File: config.mk
export PLATFORM = sky130hd
export DESIGN_NAME = uart_tx_fifo
export DESIGN_NICKNAME = d
export VERILOG_FILES = /design/src/rtl/uart_pkg.sv /design/src/rtl/uart_sync_fifo.sv /design/src/rtl/uart_tx_fifo.sv
export SDC_FILE = /design/constraint.sdc
export NUM_CORES = 1
export LEC_CHECK = 0
export CAP_MARGIN = 0
export CORE_AREA = 2 2 145 118
export DETAILED_ROUTE_END_ITERATION = 16
export DIE_AREA = 0 0 147 120
export PLACE_DENSITY_LB_ADDON = 0.12
export SLEW_MARGIN = 25
export SYNTH_ARGS = -nofsm -noshare
export SYNTH_HDL_FRONTEND = slang
export SYNTH_SLANG_ARGS = --single-unit
File: constraint.sdc
create_clock -name clk -period 3.5 [get_ports clk]
set_clock_uncertainty 0.1 [all_clocks]
set_input_delay 0.525 -clock clk [delete_from_list [all_inputs] [get_ports clk]]
set_output_delay 0.525 -clock clk [all_outputs]
set_load 0.005 [all_outputs]
File: src/rtl/uart_pkg.sv
// Shared types and helpers for the FIFO-buffered UART transmitter.
package uart_pkg;

    typedef enum logic [2:0] {
        IDLE,
        START,
        DATA,
        PAR,
        STOP
    } tx_state_t;

    localparam int unsigned PAR_NONE = 0;
    localparam int unsigned PAR_ODD  = 1;
    localparam int unsigned PAR_EVEN = 2;

    // Clock cycles per bit, rounded to nearest.
    function automatic int unsigned baud_div(input int unsigned clk_freq,
                                             input int unsigned baud);
        return (clk_freq + baud / 2) / baud;
    endfunction

endpackage

File: src/rtl/uart_sync_fifo.sv
// Synchronous FIFO with occupancy count; head word is read straight from storage.
module uart_sync_fifo #(
    parameter int unsigned WIDTH = 8,
    parameter int unsigned DEPTH = 16
) (
    input  logic                     clk,
    input  logic                     rst,
    input  logic                     push,
    input  logic [WIDTH-1:0]         push_data,
    input  logic                     pop,
    output logic [WIDTH-1:0]         head,
    output logic                     full,
    output logic                     empty,
    output logic [$clog2(DEPTH):0]   count
);

    localparam int unsigned AW = $clog2(DEPTH);
    localparam int unsigned CW = AW + 1;

    logic [WIDTH-1:0] mem [DEPTH];
    logic [AW-1:0]    wr_ptr;
    logic [AW-1:0]    rd_ptr;
    logic             do_push;
    logic             do_pop;

    assign full    = (count == CW'(DEPTH));
    assign empty   = (count == '0);
    assign do_push = push && !full;
    assign do_pop  = pop && !empty;
    assign head    = mem[rd_ptr];

    always_ff @(posedge clk) begin
        if (do_push) begin
            mem[wr_ptr] <= push_data;
        end
    end

    // Pointers wrap naturally because DEPTH is a power of two.
    always_ff @(posedge clk) begin
        if (rst) begin
            wr_ptr <= '0;
            rd_ptr <= '0;
            count  <= '0;
        end else begin
            if (do_push) wr_ptr <= wr_ptr + 1'b1;
            if (do_pop)  rd_ptr <= rd_ptr + 1'b1;
            case ({do_push, do_pop})
                2'b10:   count <= count + 1'b1;
                2'b01:   count <= count - 1'b1;
                default: count <= count;
            endcase
        end
    end

endmodule

File: src/rtl/uart_tx_fifo.sv
// Parametrised UART transmitter fed from an internal FIFO, with a run/pause gate.
module uart_tx_fifo
    import uart_pkg::*;
#(
    parameter int unsigned CLK_FREQ   = 50_000_000,
    parameter int unsigned BAUD       = 115200,
    parameter int unsigned DATA_BITS  = 8,
    parameter int unsigned PARITY     = 0,
    parameter int unsigned STOP_BITS  = 1,
    parameter int unsigned FIFO_DEPTH = 16
) (
    input  logic                          clk,
    input  logic                          rst,
    input  logic [DATA_BITS-1:0]          in_data,
    input  logic                          in_valid,
    output logic                          in_ready,
    input  logic                          tx_enable,
    output logic                          txd,
    output logic                          busy,
    output logic [$clog2(FIFO_DEPTH):0]   fifo_count
);

    localparam int unsigned DIV = baud_div(CLK_FREQ, BAUD);
    localparam int unsigned TW  = $clog2(DIV + 1);
    localparam int unsigned IW  = 4;

    tx_state_t              state;
    tx_state_t              state_next;
    logic [TW-1:0]          timer;
    logic [IW-1:0]          bit_idx;
    logic [DATA_BITS-1:0]   shreg;
    logic                   par_bit;
    logic [DATA_BITS-1:0]   head;
    logic                   full;
    logic                   empty;
    logic                   pop;
    logic                   bit_done;
    logic                   can_pop;

    uart_sync_fifo #(
        .WIDTH (DATA_BITS),
        .DEPTH (FIFO_DEPTH)
    ) u_fifo (
        .clk       (clk),
        .rst       (rst),
        .push      (in_valid),
        .push_data (in_data),
        .pop       (pop),
        .head      (head),
        .full      (full),
        .empty     (empty),
        .count     (fifo_count)
    );

    assign in_ready = !full;
    assign busy     = (state != IDLE);
    assign bit_done = (timer == TW'(DIV - 1));
    assign can_pop  = !empty && tx_enable;

    always_ff @(posedge clk) begin
        if (rst) state <= IDLE;
        else     state <= state_next;
    end

    always_comb begin
        state_next = state;
        pop        = 1'b0;
        txd        = 1'b1;
        case (state)
            IDLE: begin
                if (can_pop) begin
                    state_next = START;
                    pop        = 1'b1;
                end
            end
            START: begin
                txd = 1'b0;
                if (bit_done) state_next = DATA;
            end
            DATA: begin
                txd = shreg[0];
                if (bit_done && bit_idx == IW'(DATA_BITS - 1))
                    state_next = (PARITY != PAR_NONE) ? PAR : STOP;
            end
            PAR: begin
                txd = par_bit;
                if (bit_done) state_next = STOP;
            end
            STOP: begin
                // Last stop cycle chains straight into the next frame when possible.
                if (bit_done && bit_idx == IW'(STOP_BITS - 1)) begin
                    if (can_pop) begin
                        state_next = START;
                        pop        = 1'b1;
                    end else begin
                        state_next = IDLE;
                    end
                end
            end
            default: state_next = IDLE;
        endcase
    end

    always_ff @(posedge clk) begin
        if (rst) begin
            timer   <= '0;
            bit_idx <= '0;
            shreg   <= '0;
            par_bit <= 1'b0;
        end else begin
            if (state == IDLE || bit_done) timer <= '0;
            else                           timer <= timer + 1'b1;

            // Index counts bits within DATA or STOP and restarts on any state change.
            if (bit_done) begin
                if (state_next == state) bit_idx <= bit_idx + 1'b1;
                else                     bit_idx <= '0;
            end

            if (pop) begin
                shreg   <= head;
                par_bit <= (PARITY == PAR_ODD) ? ~(^head) : ^head;
            end else if (state == DATA && bit_done) begin
                shreg <= shreg >> 1;
            end
        end
    end

endmodule

==> results.ini, run 1 <==
[status]
outcome=finished clean

[clock_network]
cts_resized=0
cts.repair_timing.setup_buffer_count=0
cts.sinks=170
cts_tree=done
numCtsBuffers=17
htreeDepth=4
clock_path_buffers=2
root_buffer=clkbuf_16
hold_buffers=0
clock_latency_ns=0.42
clk_pin_slew_ns=0.07

[logic_synthesis]
netlist_instances=512
yosys_register_bits=170
synth_top_family_by_area=multiplexers
syn-num-nets=535
synth-seq-area-share=0.6533
yosys.area.top_type_share=0.5360
synthDistinctLibCells=58
postSynthAreaPerCell_sq_um=14.01
muxShareOfSynthArea=0.09684
synth_adder_area_share=0.01919
synthTopCellsByArea=edfxtp_1, dfxtp_1, mux4_2
ys.flop_type=edfxtp_1
synthSimpleGateAreaFrac=0.09178
synth_xor_area_frac=0.02321
synth_common_cells=edfxtp_1, nor2_1, dfxtp_1
syn_area_sq_um=7171
synth-warning-count=0
synthArstFlopShare=0
synth-edff-count=128
synth-compound-area-share=0.09073
synth_largest_area_cell=edfxtp_1
yosysMostFrequentCell=edfxtp_1

[drt]
via_count=4324
ant_nets=0
first_pass_iters=4
wl_met1_microns=7964
routed_via_density=5.501
wl_microns=15550
route.detailed.drc=0
wl_per_cell_microns=19.78
first_iter_violations=299
wl_met3_microns=613
wl_met2_microns=6761
maxUsedRoutingLayer=met4

[timing]
hold_ws_ns=0.3657
post-route-period-util=0.8917
setup_viol_count_final=0
setup_tns_ns=0
setup_slack_ns=0.3791
rsz0062_at_grt=no
fin_crit_ns=3.121
timing.fmax_mhz=320.4
slew_headroom=0.4704
hold_viol=0
maxSlewViolCount=0
tightest_slew_ns=0.7915

[worst_setup_path]
endpoint_kind=flip-flop
r2r_end=u_fifo.count[4]
path_cells=or4_1, or2_2, and2_1, inv_2, ha_1, xor2_1, ha_1, a311o_1, a31oi_1, xnor2_1, nor2_1
cp-start-kind=flip-flop
path_class=reg -> reg
worst_path_most_repeated_cell=ha_1
crit_slowest_cell=or4_1
path_max_fanout=9
rrSetupSlack_ns=0.38
worstReg2RegStart=u_fifo.count[1]
worst-endpoint-required_ns=3.70
worst_ep_arrival_time_ns=3.32
startpoint=u_fifo.count[1]
reg2regPathDepth=11
slowest_delay_ns=0.56

[hold_path]
hold_start=timer[0]
hold_path_class=reg -> reg
hold_end=timer[0]
min_path_cells=1

[global_routing]
track_usage=0.1853
grt_pass1_wl_microns=24070
antenna_found_initial=1
overflow=0
grt_max_degree=35
first_global_vias=4106

[placed_design]
place_ws_ns=0.3901
gp_congestion=0.8737
dp_hpwl_microns=10510
io_buffer_count=19

[die]
start_util=0.4402
coreArea_sq_um=16290
rows=42
pin_count=20
die_h_microns=120
die_area_sq_um=17640
die_w_microns=147

[pwr]
p_leak_nw=2.767
p_total_w=0.005626
powerDensity_nw_per_um2=675.3
irDropWorstVdd_v=0.0004470

[final_layout]
fill_cells=1387
n_antenna_cell=0
syn_to_final_growth_pct=16.18
finish.net_count=576
post-route-util=0.5114
layout-drive-gt1-share=0.1431

[job]
cap_violations=0

-- power breakdown --
group	switching [W]	leakage (nW)	internal, W	total [W]
sequential	0.000111	1.50	0.00230	0.00241
clock	0.000761	0.294	0.00106	0.00182
combinational	0.000761	0.975	0.000627	0.00139
-- kinds of logic after synthesis --
logic type,count (synthesis)
multiplexers,49
buffers and inverters,37
AND/OR/NAND/NOR,137
AO/OA/AOI/OAI,89
XOR/XNOR,19
flip-flops,170
adder cells (fa/ha/maj),11
-- critical path: cells and delay by family, from the launching register on --
kind / cells / cell delay (ns)
AOI/OAI and AO/OA: 2 / 0.52
adders and majority gates: 2 / 0.44
xor gates and xnor gates: 2 / 0.21
and+or+nand+nor: 4 / 1.17
DFF: 1 / 0.39
buffers and inverters: 1 / 0.15
-- routing by layer --
metal  GRT usage  up-vias
met5           0        -
met4     0.05409        0
met3     0.04183       19
met2      0.2638       80
met1      0.2842     2173
li1            -     2052
-- worst max path at each step --
stage / cells after the start / endpoint / slack [ns]
after floorplan: 13 / u_fifo.count[4] / 0.33
after global placement: 11 / u_fifo.count[4] / 0.46
final: 11 / u_fifo.count[4] / 0.38
after CTS: 11 / u_fifo.count[4] / 0.37
after detailed placement: 11 / u_fifo.count[4] / 0.39
after global routing: 11 / u_fifo.count[4] / 0.16
-- flip-flops by register name (all words and copies together), names as in the netlist, 3 cells and up, named ones only --
name,flops
timer,9
shreg,8
bit_idx,4
u_fifo.mem,128
u_fifo.rd_ptr,4
state,3
u_fifo.count,5
u_fifo.wr_ptr,4
-- metrics by stage --
| step | cell area (sq um) | std cells |
|---|---|---|
| detailed placement | 7739 | 754 |
| finish | 8330 | 786 |
| global placement | 7739 | 754 |
| global route | 8330 | 786 |
| CTS | 8330 | 786 |
| floorplan | 7171 | 512 |
-- final cells by class --
class / instances / area, sq um / area share
flip-flops and latches: 170 / 4686 / 0.5625
inverters: 12 / 45.04 / 0.005407
well taps: 220 / 275.3 / 0.03304
multi-input cells: 305 / 2307 / 0.2770
repair buffers: 47 / 425.4 / 0.05107
clock inverters: 10 / 73.82 / 0.008862
clock buffers: 22 / 518.0 / 0.06218
-- cell usage in the layout (no fill, tap or decap), types with 4 or more instances in the layout --
cell               n
nand3_1           12
a211oi_1           9
nand2_1           26
o211a_1            5
o21ai_0            5
a311oi_1           4
a21oi_1           19
buf_4             26
clkbuf_16         20
a31oi_1            8
o211ai_1           4
nor2_1            52
clkdlybuf4s50_1   19
mux2i_1           33
dfxtp_1           41
mux4_2            15
a221oi_1          14
edfxtp_1         128
nor3_1            11
nand2b_1           7
xor2_1            10
a22oi_1            4
xnor2_1            9
a211o_1            4
ha_1              11
inv_1             10
Note: power is estimated with default switching activity, not from simulation.
==> inputs of run 2 (changes only) <==
--- a/config.mk
+++ b/config.mk
@@ -10,7 +10,6 @@
 export DETAILED_ROUTE_END_ITERATION = 16
 export DIE_AREA = 0 0 147 120
 export PLACE_DENSITY_LB_ADDON = 0.12
-export SLEW_MARGIN = 25
 export SYNTH_ARGS = -nofsm -noshare
 export SYNTH_HDL_FRONTEND = slang
 export SYNTH_SLANG_ARGS = --single-unit
==> results of run 2 <==
The final DEF is identical to that of run 1; final timing and power are the same.
